File: config.mk
export PLATFORM = sky130hd
export DESIGN_NAME = temp_sampler
export DESIGN_NICKNAME = d
export VERILOG_FILES = /design/src/rtl/temp_sampler.sv
export SDC_FILE = /design/constraint.sdc
export NUM_CORES = 1
export LEC_CHECK = 0
export CORE_ASPECT_RATIO = 0.75
export CORE_MARGIN = 2
export CORE_UTILIZATION = 30
export DETAILED_ROUTE_END_ITERATION = 12
export PLACE_DENSITY = 0.5
export RECOVER_POWER = 25
export SLEW_MARGIN = 5
export SYNTH_ARGS = -nofsm -noshare
export SYNTH_HDL_FRONTEND = slang
export SYNTH_SLANG_ARGS = --single-unit
File: constraint.sdc
create_clock -name clk -period 3.73 [get_ports clk]
set_input_delay 0.5595 -clock clk [delete_from_list [all_inputs] [get_ports clk]]
set_output_delay 0.5595 -clock clk [all_outputs]
set_load 0.01 [all_outputs]
File: src/rtl/temp_sampler.sv
// Conditions raw signed ADC samples into a saturated Q7.0 temperature stream with plausibility
// checking, a stall watchdog and an init strobe for the downstream dT estimator.
module temp_sampler #(
    parameter int unsigned ADC_W     = 12,
    parameter int unsigned FRAC_BITS = 4,
    parameter int unsigned AVG_LOG2  = 2,
    parameter int unsigned TIMEOUT   = 1024,
    parameter int unsigned RECOVER_N = 2
) (
    input  logic                    clk,
    input  logic                    rst,
    input  logic signed [ADC_W-1:0] adc_data,
    input  logic                    adc_valid,
    input  logic signed [7:0]       T_lo,
    input  logic signed [7:0]       T_hi,
    output logic signed [7:0]       T_cur,
    output logic                    t_valid,
    output logic                    init,
    output logic                    fault
);

    localparam int unsigned ACC_W = ADC_W + AVG_LOG2;
    localparam int unsigned CNT_W = (AVG_LOG2 > 0) ? AVG_LOG2 : 1;
    localparam int unsigned WD_W  = $clog2(TIMEOUT + 1);
    localparam int unsigned GC_W  = $clog2(RECOVER_N + 1);
    localparam int unsigned SHIFT = AVG_LOG2 + FRAC_BITS;

    localparam logic [CNT_W-1:0] BLK_LAST = CNT_W'((1 << AVG_LOG2) - 1);
    localparam logic [WD_W-1:0]  WD_LIMIT = WD_W'(TIMEOUT);
    localparam logic [GC_W-1:0]  GC_LAST  = GC_W'(RECOVER_N - 1);

    localparam logic [1:0] ST_WARMUP = 2'd0;
    localparam logic [1:0] ST_RUN    = 2'd1;
    localparam logic [1:0] ST_FAULT  = 2'd2;

    logic [1:0]             r_state;
    logic signed [ACC_W-1:0] r_acc;
    logic [CNT_W-1:0]       r_blk_cnt;
    logic [WD_W-1:0]        r_wdog;
    logic [GC_W-1:0]        r_good_cnt;
    logic signed [7:0]      r_t_cur;
    logic                   r_t_valid;
    logic                   r_init;

    logic [1:0]             w_state;
    logic signed [ACC_W-1:0] w_acc;
    logic [CNT_W-1:0]       w_blk_cnt;
    logic [WD_W-1:0]        w_wdog;
    logic [GC_W-1:0]        w_good_cnt;
    logic signed [7:0]      w_t_cur;
    logic                   w_t_valid;
    logic                   w_init;

    logic signed [ACC_W-1:0] w_sum;
    logic signed [ACC_W-1:0] w_shift;
    logic signed [31:0]     w_val;
    logic signed [7:0]      w_sat;
    logic                   w_blk_done;
    logic                   w_good;
    logic                   w_stall;

    assign w_blk_done = adc_valid && (r_blk_cnt == BLK_LAST);
    // Stall fires once, on the idle clock that carries the count up to TIMEOUT.
    assign w_stall    = !adc_valid && (r_wdog == WD_LIMIT - 1'b1);

    always_comb begin
        w_sum   = r_acc + ACC_W'(adc_data);
        w_shift = w_sum >>> SHIFT;
        w_val   = 32'(w_shift);
        if (w_val > 127) begin
            w_sat = 8'sd127;
        end else if (w_val < -128) begin
            w_sat = -8'sd128;
        end else begin
            w_sat = w_val[7:0];
        end
        w_good = (w_sat >= T_lo) && (w_sat <= T_hi);
    end

    always_comb begin
        w_acc     = r_acc;
        w_blk_cnt = r_blk_cnt;
        if (w_stall) begin
            w_acc     = '0;
            w_blk_cnt = '0;
        end else if (adc_valid) begin
            w_acc     = w_blk_done ? '0 : w_sum;
            w_blk_cnt = w_blk_done ? '0 : r_blk_cnt + 1'b1;
        end

        w_wdog = r_wdog;
        if (adc_valid) begin
            w_wdog = '0;
        end else if (r_wdog != WD_LIMIT) begin
            w_wdog = r_wdog + 1'b1;
        end
    end

    always_comb begin
        w_state    = r_state;
        w_good_cnt = r_good_cnt;
        w_t_cur    = r_t_cur;
        w_t_valid  = 1'b0;
        w_init     = 1'b0;
        if (w_stall) begin
            w_state    = ST_FAULT;
            w_good_cnt = '0;
        end else if (w_blk_done) begin
            case (r_state)
                ST_WARMUP, ST_RUN: begin
                    if (w_good) begin
                        w_state   = ST_RUN;
                        w_t_cur   = w_sat;
                        w_t_valid = 1'b1;
                        w_init    = (r_state == ST_WARMUP);
                    end else begin
                        w_state    = ST_FAULT;
                        w_good_cnt = '0;
                    end
                end
                ST_FAULT: begin
                    if (!w_good) begin
                        w_good_cnt = '0;
                    end else if (r_good_cnt == GC_LAST) begin
                        w_state    = ST_RUN;
                        w_good_cnt = '0;
                        w_t_cur    = w_sat;
                        w_t_valid  = 1'b1;
                        w_init     = 1'b1;
                    end else begin
                        w_good_cnt = r_good_cnt + 1'b1;
                    end
                end
                default: begin
                    w_state    = ST_FAULT;
                    w_good_cnt = '0;
                end
            endcase
        end
    end

    always_ff @(posedge clk) begin
        if (rst) begin
            r_state    <= ST_WARMUP;
            r_acc      <= '0;
            r_blk_cnt  <= '0;
            r_wdog     <= '0;
            r_good_cnt <= '0;
            r_t_cur    <= '0;
            r_t_valid  <= 1'b0;
            r_init     <= 1'b0;
        end else begin
            r_state    <= w_state;
            r_acc      <= w_acc;
            r_blk_cnt  <= w_blk_cnt;
            r_wdog     <= w_wdog;
            r_good_cnt <= w_good_cnt;
            r_t_cur    <= w_t_cur;
            r_t_valid  <= w_t_valid;
            r_init     <= w_init;
        end
    end

    assign T_cur   = r_t_cur;
    assign t_valid = r_t_valid;
    assign init    = r_init;
    assign fault   = (r_state == ST_FAULT);

endmodule

==> implementation parameters, run 1 <==
Parameter                              Value

Yosys
  Post-synthesis async set-or-reset flop share    0%
  Mean area per synthesized cell    8.22 µm²
  Primary FF master, synth    dfxtp_1
  Number of storage elements in the synthesis netlist    41
  Post-synthesis instance area    2840 µm²
  Sequential cell area fraction in the yosys report    28.9%
  Cell taking the most area after synthesis    dfxtp_1
  Number of nets in the synthesized netlist    slightly above 400
  Leading cell types by total area after synthesis    dfxtp_1, ha_1, nor2_1, a21oi_1, inv_1
  Number of flops mapped to enable cells by yosys    0
  Synthesized netlist cell count    approximately 350
  Post-synthesis cell type count    60
  Warnings from Yosys    0
  Synth top area share    28.9%

Power and ir drop
  Clk network pwr share    roughly 28%
  Int Pwr    ~1.3 mW
  Static power due to leakage    ~1.9 nW
  Combinational power share    a little under half
  Part of the total power dissipated in sequential elements    ~24%
  Power density over the cells    between 400 and 500 nW/µm²
  Switching Fraction    around a third
  P_sw    0.654 mW
  Overall Power    between 1.5 and 2 mW
  Maximum ir drop on the vdd rail    216 µV

Clock tree
  Cts bufs inserted    5
  CTS Root Cell    clkbuf_16
  TritonCTS clock tree    done
  Buffer levels on the longest clock path    2
  Clock sink count    41
  H-Tree Level Count    2
  Clock-pin slew on the worst setup and hold paths    60 ps
  Insertion delay to the later sink of the worst-skew pair    between 200 and 300 ps

Placed design
  Final weighted congestion in routability-driven placement    between 0.8 and 0.9
  Placed wire-length estimate    6.17 mm
  Placement Cell Area    3740 µm²
  Number of I/O port buffers    roughly 40

Drt
  Top Metal Used    met4
  Via count    2848
  WL per Instance    between 10 and 15 µm
  Number of vias per cell    4.94
  DR DRC count    0
  Met3 wire length    around 470 µm
  Iteration count of the initial detailed-routing pass    4
  Metal-1 WL    4.49 mm
  1st-iter DRT viols    130
  Routed Wire Length    about 8.4 mm
  Antenna Nets Post-Route    0
  Detailed-routed wire length on met2    approximately 3.5 mm

GRT
  Total global-route track usage    16.5%
  GRT Residual Overflow    0
  Global-route wire length before repair    roughly 13 mm
  Initial antenna violation count    0
  Number of global-route vias before repair    approximately 2600
  Pin count of the biggest net entering global routing    22

Worst hold path
  Worst Hold Path Cells    1
  Hold_sp    r_good_cnt[1]$_SDFFE_PP0P_
  Endpoint of the worst hold-timing path    r_good_cnt[1]$_SDFFE_PP0P_
  Kind of path behind the tightest hold check    reg -> reg

Critical path
  CP Capture Type    flip-flop
  Worst Setup Start Kind    input pin
  Arrival @ worst endpoint    ~3800 ps
  Endpoint required time on the critical path    3940 ps
  Worst setup path startpoint    adc_data[0]
  Capturing point of the worst reg2reg path    T_cur[0]$_SDFFE_PP0P_
  Start-to-end type of the worst setup path    in -> reg
  Setup slack, reg-to-reg    ~310 ps
  Launch point of the worst reg-to-reg path    r_acc[0]$_SDFFE_PP0P_
  Crit-path max FO    6
  Length in cells of the worst reg-to-reg path    16

Finish
  Commonest non-fill, non-tap cell in the layout    buf_4
  Antenna diode count    0
  Number of nets at the end of the flow    ~510
  Utilization after layout    between 40% and 50%
  Synth-to-Final Area Change    55.9%
  Share of final-layout standard cells stronger than drive strength 1    between 20% and 30%
  Filler instances    865
  Combined area of the multi-input logic cells    between 2000 and 2500 µm²
  Flip-flop and latch area    just over 800 µm²
  Post-route cell area    4430 µm²
  Most frequent cells in the layout    buf_4, dfxtp_1, nor2_1, inv_1

STA
  Fin. max-slew vios    0
  Worst Clk Skew    ~10 ps
  Setup tns final    0 ps
  Peak Freq    ~0.28 GHz
  Number of hold violations in the final report    0
  Period utilization    96.5%
  Setup-violating endpoint count in the final report    0
  Slew @ Worst Pin    728 ps
  Relative max-transition margin    roughly 51%
  Time the final worst path needs with I/O delays and setup    about 3600 ps
  Worst hold slack    467 ps

Floorplan
  Number of top-level pins    42
  Die Span X    approximately 120 µm
  Total number of placement rows    30
  Floorplan die height    roughly 88 µm
  Floorplan Core Area    between 9000 and 10000 µm²
  Area of the die    just over 10000 µm²
  Starting density of the core    31.2%

Run status
  Outcome    completed

Run
  Number of max-cap violations    0
## cell usage after synthesis, types with 2 or more instances
cell,number
o22ai_1,2
o31a_1,2
a211oi_4,2
buf_2,5
nor4_1,2
nand2_1,17
nand3_1,11
nand3b_1,2
and3_1,4
xor2_1,6
a31oi_1,2
o21a_1,5
nor2b_1,6
or2_2,2
o21ai_0,14
dfxtp_1,41
a2111oi_0,4
o211ai_1,2
nand4_1,6
nor3_1,10
a21o_1,7
a22oi_1,7
xnor2_1,7
o21ai_1,3
nor3b_1,3
a32oi_1,3
or3_1,3
clkbuf_1,5
o31ai_1,2
ha_1,32
nor2_1,39
inv_1,29
a21oi_1,26
nand2b_1,5
o21bai_1,2
nor4b_1,4
## final cells by class
cell class              instances  share of cell area, %
clock buffers                   5                   2.82
clock inverters                 3                   1.47
inverters                      29                   2.46
multi-input cells             266                   50.8
flip-flops and latches         41                   18.5
well taps                     128                   3.61
repair buffers                104                   20.3
## power by group through the flow
stage | clock network (mW) | registers, mW | logic (mW)
floorplan | 0 | 0.481 | 0.400
global placement | 0 | 0.484 | 0.680
detailed placement | 0 | 0.485 | 0.687
CTS | 0.582 | 0.477 | 0.816
global route | 0.598 | 0.484 | 1.03
finish | 0.566 | 0.480 | 0.944
## layer usage
| layer | vias to the layer above | global-route usage, % |
|---|---|---|
| met1 | 1320 | 25.1 |
| met3 | 2 | 3.36 |
| met2 | 59 | 24.7 |
| met4 | 0 | 1.62 |
| met5 | - | 0 |
| li1 | 1467 | - |
## worst max-delay path by stage
stage / cells after the start / to
after floorplan: 15 / r_good_cnt[1]$_SDFFE_PP0P_
after global placement: 16 / T_cur[0]$_SDFFE_PP0P_
after detailed placement: 16 / T_cur[2]$_SDFFE_PP0P_
after CTS: 15 / T_cur[7]$_SDFFE_PP0P_
after global routing: 19 / r_state[1]$_SDFFE_PP0P_
final: 19 / r_state[1]$_SDFFE_PP0P_
## worst max-delay path, stage by stage
cell,delay [ps]
dlygate4sd2_1,230
ha_2,180
inv_2,60
fa_2,200
nor2b_2,60
o31a_2,380
o31a_1,290
buf_4,150
xor2_1,130
buf_4,150
ha_1,290
nand4_1,100
nor2_1,50
nor4b_2,240
buf_4,190
a21oi_4,90
buf_4,170
a21o_1,150
a21oi_1,110
## logic make-up (layout without fill, tap and decap cells)
kind of cell / count (synthesis) / in the layout / share of synthesized area (%)
adders and majority gates: 33 / 33 / 14.8
DFF: 41 / 41 / 28.9
buffers and inverters: 40 / 141 / 5.63
xor gates and xnor gates: 13 / 13 / 4.01
muxes: 2 / 2 / 0.748
AOI/OAI and AO/OA: 99 / 100 / 24.7
and+or+nand+nor: 118 / 118 / 21.2
## flip-flops by register name, indices dropped and copies added (netlist names)
name        cells
r_good_cnt      2
r_wdog         11
init            1
r_acc          14
T_cur           8
t_valid         1
r_state         2
r_blk_cnt       2
## what timing repair did
item | CTS | global route
gates resized for setup | 41 | 33
pin swaps | 21 | 21
cloned | 1 | 0
setup endpoints to repair | 14 | 14
setup buffers | 6 | 6
hold buffers | 0 | 0
## per-stage QoR
step	instances	setup WS (ps)
floorplan	346	201
global placement	555	-858
detailed placement	555	-868
CTS	570	2.87
global route	576	-20.7
finish	576	130
(Power assumes the default switching activity.)
==> inputs of run 2 (changes only) <==
--- a/config.mk
+++ b/config.mk
@@ -8,6 +8,7 @@
 export CORE_ASPECT_RATIO = 0.75
 export CORE_MARGIN = 2
 export CORE_UTILIZATION = 30
+export CTS_CLUSTER_DIAMETER = 120
 export DETAILED_ROUTE_END_ITERATION = 12
 export PLACE_DENSITY = 0.5
 export RECOVER_POWER = 25
==> results of run 2 <==
Final layout, timing and power as in run 1 (identical DEF).
==> inputs of run 3 (changes only) <==
--- a/config.mk
+++ b/config.mk
@@ -7,10 +7,10 @@
 export LEC_CHECK = 0
 export CORE_ASPECT_RATIO = 0.75
 export CORE_MARGIN = 2
-export CORE_UTILIZATION = 30
+export CORE_UTILIZATION = 49
 export CTS_CLUSTER_DIAMETER = 120
 export DETAILED_ROUTE_END_ITERATION = 12
-export PLACE_DENSITY = 0.5
+export PLACE_DENSITY = 0.75
 export RECOVER_POWER = 25
 export SLEW_MARGIN = 5
 export SYNTH_ARGS = -nofsm -noshare
==> run 3 against run 2 <==
The run now ends with negative setup slack left; non-clock buffer count grew 7; flip-flop and latch count stayed put; first-iteration DRC count increased by 55%; die area down 37%; clock power fell by 30%; setup slack lost 160 ps; total power shrank 3.4%; cell count is 8.2% lower; design area fell by 1.1%; clock-buffer cell count rose by 1.
==> implementation parameters, run 3 (same netlist as run 1, synthesis figures left out) <==
Parameter                              Value

Power and ir drop
  P_sw    ~0.7 mW
  Power density over the cells    ~440 nW/µm²
  Part of the total power dissipated in sequential elements    between 20% and 30%
  Int Pwr    ~1.2 mW
  Maximum ir drop on the vdd rail    around 210 µV
  Clk network pwr share    20.5%
  Static power due to leakage    ~1.9 nW
  Combinational power share    54.5%
  Switching Fraction    roughly 37%

Critical path
  Buffering stage count on the worst path with inverters included    4
  Worst Setup Start Kind    input pin
  Setup slack, reg-to-reg    ~200 ps
  Start-to-end type of the worst setup path    in -> reg
  Arrival @ worst endpoint    between 3000 and 4000 ps
  Launch point of the worst reg-to-reg path    r_acc[6]$_SDFFE_PP0P_
  Delay-heaviest family, CP    compound AO/OA/AOI/OAI gates
  Critical Path Sink    r_good_cnt[1]$_SDFFE_PP0P_
  Path length in cells of the critical path    17
  Slowest stage delay, CP    between 400 and 500 ps
  Endpoint required time on the critical path    just under 4000 ps
  Cells traversed along the worst timing path    clkdlybuf4s50_1 > ha_4 > buf_4 > nor2_1 > nor3_2 > a211oi_4 > nor3_1 > a311o_1 > ha_4 > nand4_1 > o22ai_2 > nor4b_2 > buf_4 > a21oi_4 > buf_6 > a31oi_1 > nor3b_1
  CP Capture Type    flip-flop
  Capturing point of the worst reg2reg path    r_good_cnt[1]$_SDFFE_PP0P_
  Crit-path max FO    6
  Length in cells of the worst reg-to-reg path    14
  Worst setup path startpoint    adc_data[4]
  Slowest-stage cell, CP    clkdlybuf4s50_1

Placed design
  Number of I/O port buffers    41
  Final weighted congestion in routability-driven placement    roughly 0.91
  Worst-case setup slack after placement    -594 ps
  Placed wire-length estimate    5.79 mm
  Placement Cell Area    3630 µm²

Worst hold path
  Kind of path behind the tightest hold check    reg -> reg

Drt
  Antenna Nets Post-Route    0
  Iteration count of the initial detailed-routing pass    5
  Routed Wire Length    approximately 9.6 mm
  Via count    3148
  WL per Instance    roughly 18 µm
  DR DRC count    0
  Number of vias per cell    5.95
  1st-iter DRT viols    between 200 and 250

GRT
  GRT Residual Overflow    0
  Total global-route track usage    about a quarter
  Global-route wire length before repair    approximately 13 mm
  Pin count of the biggest net entering global routing    22
  Number of global-route vias before repair    about 2900
  Initial antenna violation count    0

Clock tree
  H-Tree Level Count    2
  CTS Root Cell    clkbuf_8
  Cts bufs inserted    5
  Clock sink count    between 40 and 50
  Insertion delay to the later sink of the worst-skew pair    around 300 ps
  TritonCTS clock tree    done
  Clock-pin slew on the worst setup and hold paths    90 ps
  Buffer levels on the longest clock path    2

Finish
  Register with the most flip-flops    r_acc
  Utilization after layout    80.2%
  Flip-flop count of the largest register after layout    14
  Synth-to-Final Area Change    54.2%
  Antenna diode count    0
  Commonest non-fill, non-tap cell in the layout    buf_4
  Share of final-layout standard cells stronger than drive strength 1    30.2%
  Post-route cell area    4380 µm²
  Filler instances    335
  Number of nets at the end of the flow    a little over 500
  Most frequent cells in the layout    buf_4, dfxtp_1, nor2_1, inv_1, clkdlybuf4s50_1

STA
  Peak Freq    about 0.27 GHz
  Fin. max-slew vios    0
  Period utilization    101%
  Slew @ Worst Pin    between 800 and 900 ps
  Number of hold violations in the final report    0
  Time the final worst path needs with I/O delays and setup    3760 ps
  Worst Clk Skew    about 16 ps
  Relative max-transition margin    between 40% and 50%
  Worst Setup Slack, final    -25.7 ps
  Setup-violating endpoint count in the final report    4

Run status
  Failing checks    negative setup slack
  Outcome    complete, but fails checks

Floorplan
  Floorplan Core Area    roughly 5500 µm²
  Area of the die    6430 µm²
  Number of top-level pins    42
  Total number of placement rows    23
  Die Span X    about 92 µm
  Floorplan die height    roughly 70 µm
  Starting density of the core    about half

Run
  Number of max-cap violations    0
run 3: worst min-delay path by stage:
| stage | start | to | slack, ps | depth (start not counted) |
|---|---|---|---|---|
| after floorplan | r_acc[5]$_SDFFE_PP0P_ | r_acc[5]$_SDFFE_PP0P_ | 440 | 2 |
| after CTS | r_acc[5]$_SDFFE_PP0P_ | r_acc[5]$_SDFFE_PP0P_ | 480 | 2 |
| after global routing | r_good_cnt[1]$_SDFFE_PP0P_ | r_good_cnt[1]$_SDFFE_PP0P_ | 510 | 1 |
| after detailed placement | r_acc[5]$_SDFFE_PP0P_ | r_acc[5]$_SDFFE_PP0P_ | 460 | 2 |
| final | r_good_cnt[1]$_SDFFE_PP0P_ | r_good_cnt[1]$_SDFFE_PP0P_ | 480 | 1 |
| after global placement | r_acc[5]$_SDFFE_PP0P_ | r_acc[5]$_SDFFE_PP0P_ | 460 | 2 |
run 3: metrics by stage:
| step | instances | power [mW] | hold WS, ps | setup TNS [ps] |
|---|---|---|---|---|
| after floorplan | 346 | 0.881 | 445 | 0 |
| after global placement | 495 | 1.12 | 457 | -5420 |
| after detailed placement | 495 | 1.15 | 465 | -6710 |
| after CTS | 517 | 1.68 | 477 | 0 |
| after global routing | 529 | 2.01 | 505 | -1010 |
| final | 529 | 1.92 | 483 | -49.0 |
run 3: layer usage:
layer / part of all wire (%) / GRT usage (%) / vias up
li1: - / - / 1475
met1: 42 / 33.4 / 1452
met2: 46 / 43.5 / 180
met3: 8.0 / 4.64 / 41
met4: 3.4 / 5.47 / 0
met5: 0 / 0 / -
run 3: final cells by class:
cell class | instances | area, µm² | area share [%]
clock buffer | 6 | 82.6 | 1.88
clock inverter | 2 | 37.5 | 0.856
inverter | 29 | 109 | 2.48
multi-input combinational | 265 | 2260 | 51.6
sequential | 41 | 821 | 18.7
tap | 75 | 93.8 | 2.14
timing repair buffer | 111 | 977 | 22.3
run 3: power groups by stage:
stage | Clock, mW | Sequential, mW | Combinational, mW
2_1_floorplan | 0 | 0.481 | 0.400
3_3_place_gp | 0 | 0.484 | 0.639
3_5_place_dp | 0 | 0.485 | 0.663
4_1_cts | 0.390 | 0.476 | 0.811
5_1_grt | 0.413 | 0.484 | 1.11
6_report | 0.394 | 0.482 | 1.05
run 3: repair_timing:
item                       in CTS  in global routing
setup endpoints to repair      14                 14
resized for setup              28                 60
hold buffers                    0                  0
buffers inserted               14                 13
pin swaps                      16                 41
==> RTL change: new RTL, config.mk and constraints of run 1 <==
The output `init` loses its register stage (`r_init` becomes a continuous assignment).
--- a/src/rtl/temp_sampler.sv
+++ b/src/rtl/temp_sampler.sv
@@ -149,5 +149,4 @@
             r_t_cur    <= '0;
             r_t_valid  <= 1'b0;
-            r_init     <= 1'b0;
         end else begin
             r_state    <= w_state;
@@ -158,7 +157,8 @@
             r_t_cur    <= w_t_cur;
             r_t_valid  <= w_t_valid;
-            r_init     <= w_init;
         end
     end
+
+    assign r_init = w_init;
 
     assign T_cur   = r_t_cur;
Check against the original RTL: not equivalent (a bounded check fails within 4 cycles, from zero or initial values and one cycle with rst high).
==> RTL change against run 1 <==
The run now ends with setup timing left; total power shrank 6.3%; sequential power is 1% lower; synthesized area is 0.97% higher; utilization down 0.55 points; final area fell by 0.73%; clock skew decreased by 0.0028 ns; worst setup slack got worse by 0.47 ns; first-iteration DRC count shrank 18%; fmax decreased by 12%; routed wire length hardly changed; sequential cell count fell by 1; critical path type is now in2out; highest routed layer unchanged.
==> RTL change: results <==
set metrics [dict create \
    synth.mux.area_fraction_pct 2.40 \
    ir_drop_mv 0.262 \
    nFillCells 919 \
    gp_congestion 0.846 \
    critical-path-top-delay-family "simple AND/OR/NAND/NOR gates" \
    drive_above_1_share_pct 31.2 \
    ys_seq_area_share_pct 27.9 \
    synth_commonest_cells "nor2_1, dfxtp_1, ha_1" \
    synthAdderAreaFrac_pct 14.6 \
    synth_compound_area_share_pct 20.4 \
    status "complete, but fails checks" \
    setup_tns_ns -0.345 \
    grt_pass1_vias 2779 \
    cpPeakStageDelay_ns 0.54 \
    synth_fp_nets 425 \
    violations "setup timing" \
    hold-path-cell-count 2 \
    worst-r2r-cell-count 14 \
    grt_pass1_wl_um 13800 \
    numCtsBuffers 5 \
    cp_data_arrival_time_ns 3.52 \
    largest_register_ffs 14 \
    post_drt_wl_per_cell_um 14.4 \
    drtIter0Drc 107 \
    fin_skew_ns 0.00743 \
    grt_max_degree 20 \
    worstPathMaxFanout 4 \
    layout_setup_ws_ns -0.345 \
    synth-xor-area-share_pct 4.27 \
    track_usage_pct 17.1 \
    yosys.cell_types.count 58 \
    finalSetupViolations 1 \
    slew_headroom_pct 48.8 \
]
-- RTL change: per-stage QoR --
stage          cells  total power (uW)  hold slack (ns)  setup slack [ns]  cell area (um2)
6_report         586              1860            0.473            -0.345             4400
3_5_place_dp     571              1230            0.464             -1.18             3900
5_1_grt          586              1980            0.493            -0.456             4400
2_1_floorplan    361               933            0.444            -0.146             3020
4_1_cts          584              1840            0.476            -0.362             4330
3_3_place_gp     571              1220            0.457             -1.17             3900
-- RTL change: cell type report --
cell class,count,area share (%)
Inverter,26,2.22
Sequential cell,40,18.3
Timing Repair Buffer,101,19.0
Clock buffer,5,2.84
Clock inverter,3,1.08
Multi-Input combinational cell,283,53.0
Tap cell,128,3.64
-- RTL change: worst paths after layout --
path | startpoint | to | slack (ns)
setup / recovery | adc_data[9] | init | -0.34
hold / removal | T_cur[1]$_SDFFE_PP0P_ | T_cur[1]$_SDFFE_PP0P_ | 0.47
setup reg to reg | r_acc[6]$_SDFFE_PP0P_ | r_state[1]$_SDFFE_PP0P_ | 0.20
hold reg to reg | T_cur[1]$_SDFFE_PP0P_ | T_cur[1]$_SDFFE_PP0P_ | 0.47
-- RTL change: power groups by stage --
stage | sequential, uW | clock, uW | combinational (uW)
6_report | 474 | 508 | 881
3_3_place_gp | 476 | 0 | 741
4_1_cts | 473 | 521 | 846
5_1_grt | 477 | 537 | 964
3_5_place_dp | 476 | 0 | 749
2_1_floorplan | 470 | 0 | 463
-- RTL change: what timing repair did --
action,CTS,global route
setup endpoints to repair,14,1
buffers inserted,5,2
gates resized for setup,63,26
pin swaps,30,24
-- RTL change: layer usage --
layer  global-route usage (%)  up-vias  wire length (um)
li1                         -     1492                 -
met1                     25.8     1371              4450
met2                     26.1       41              3680
met3                     2.53        4               266
met4                     2.89        0                39
met5                        0        -                 0
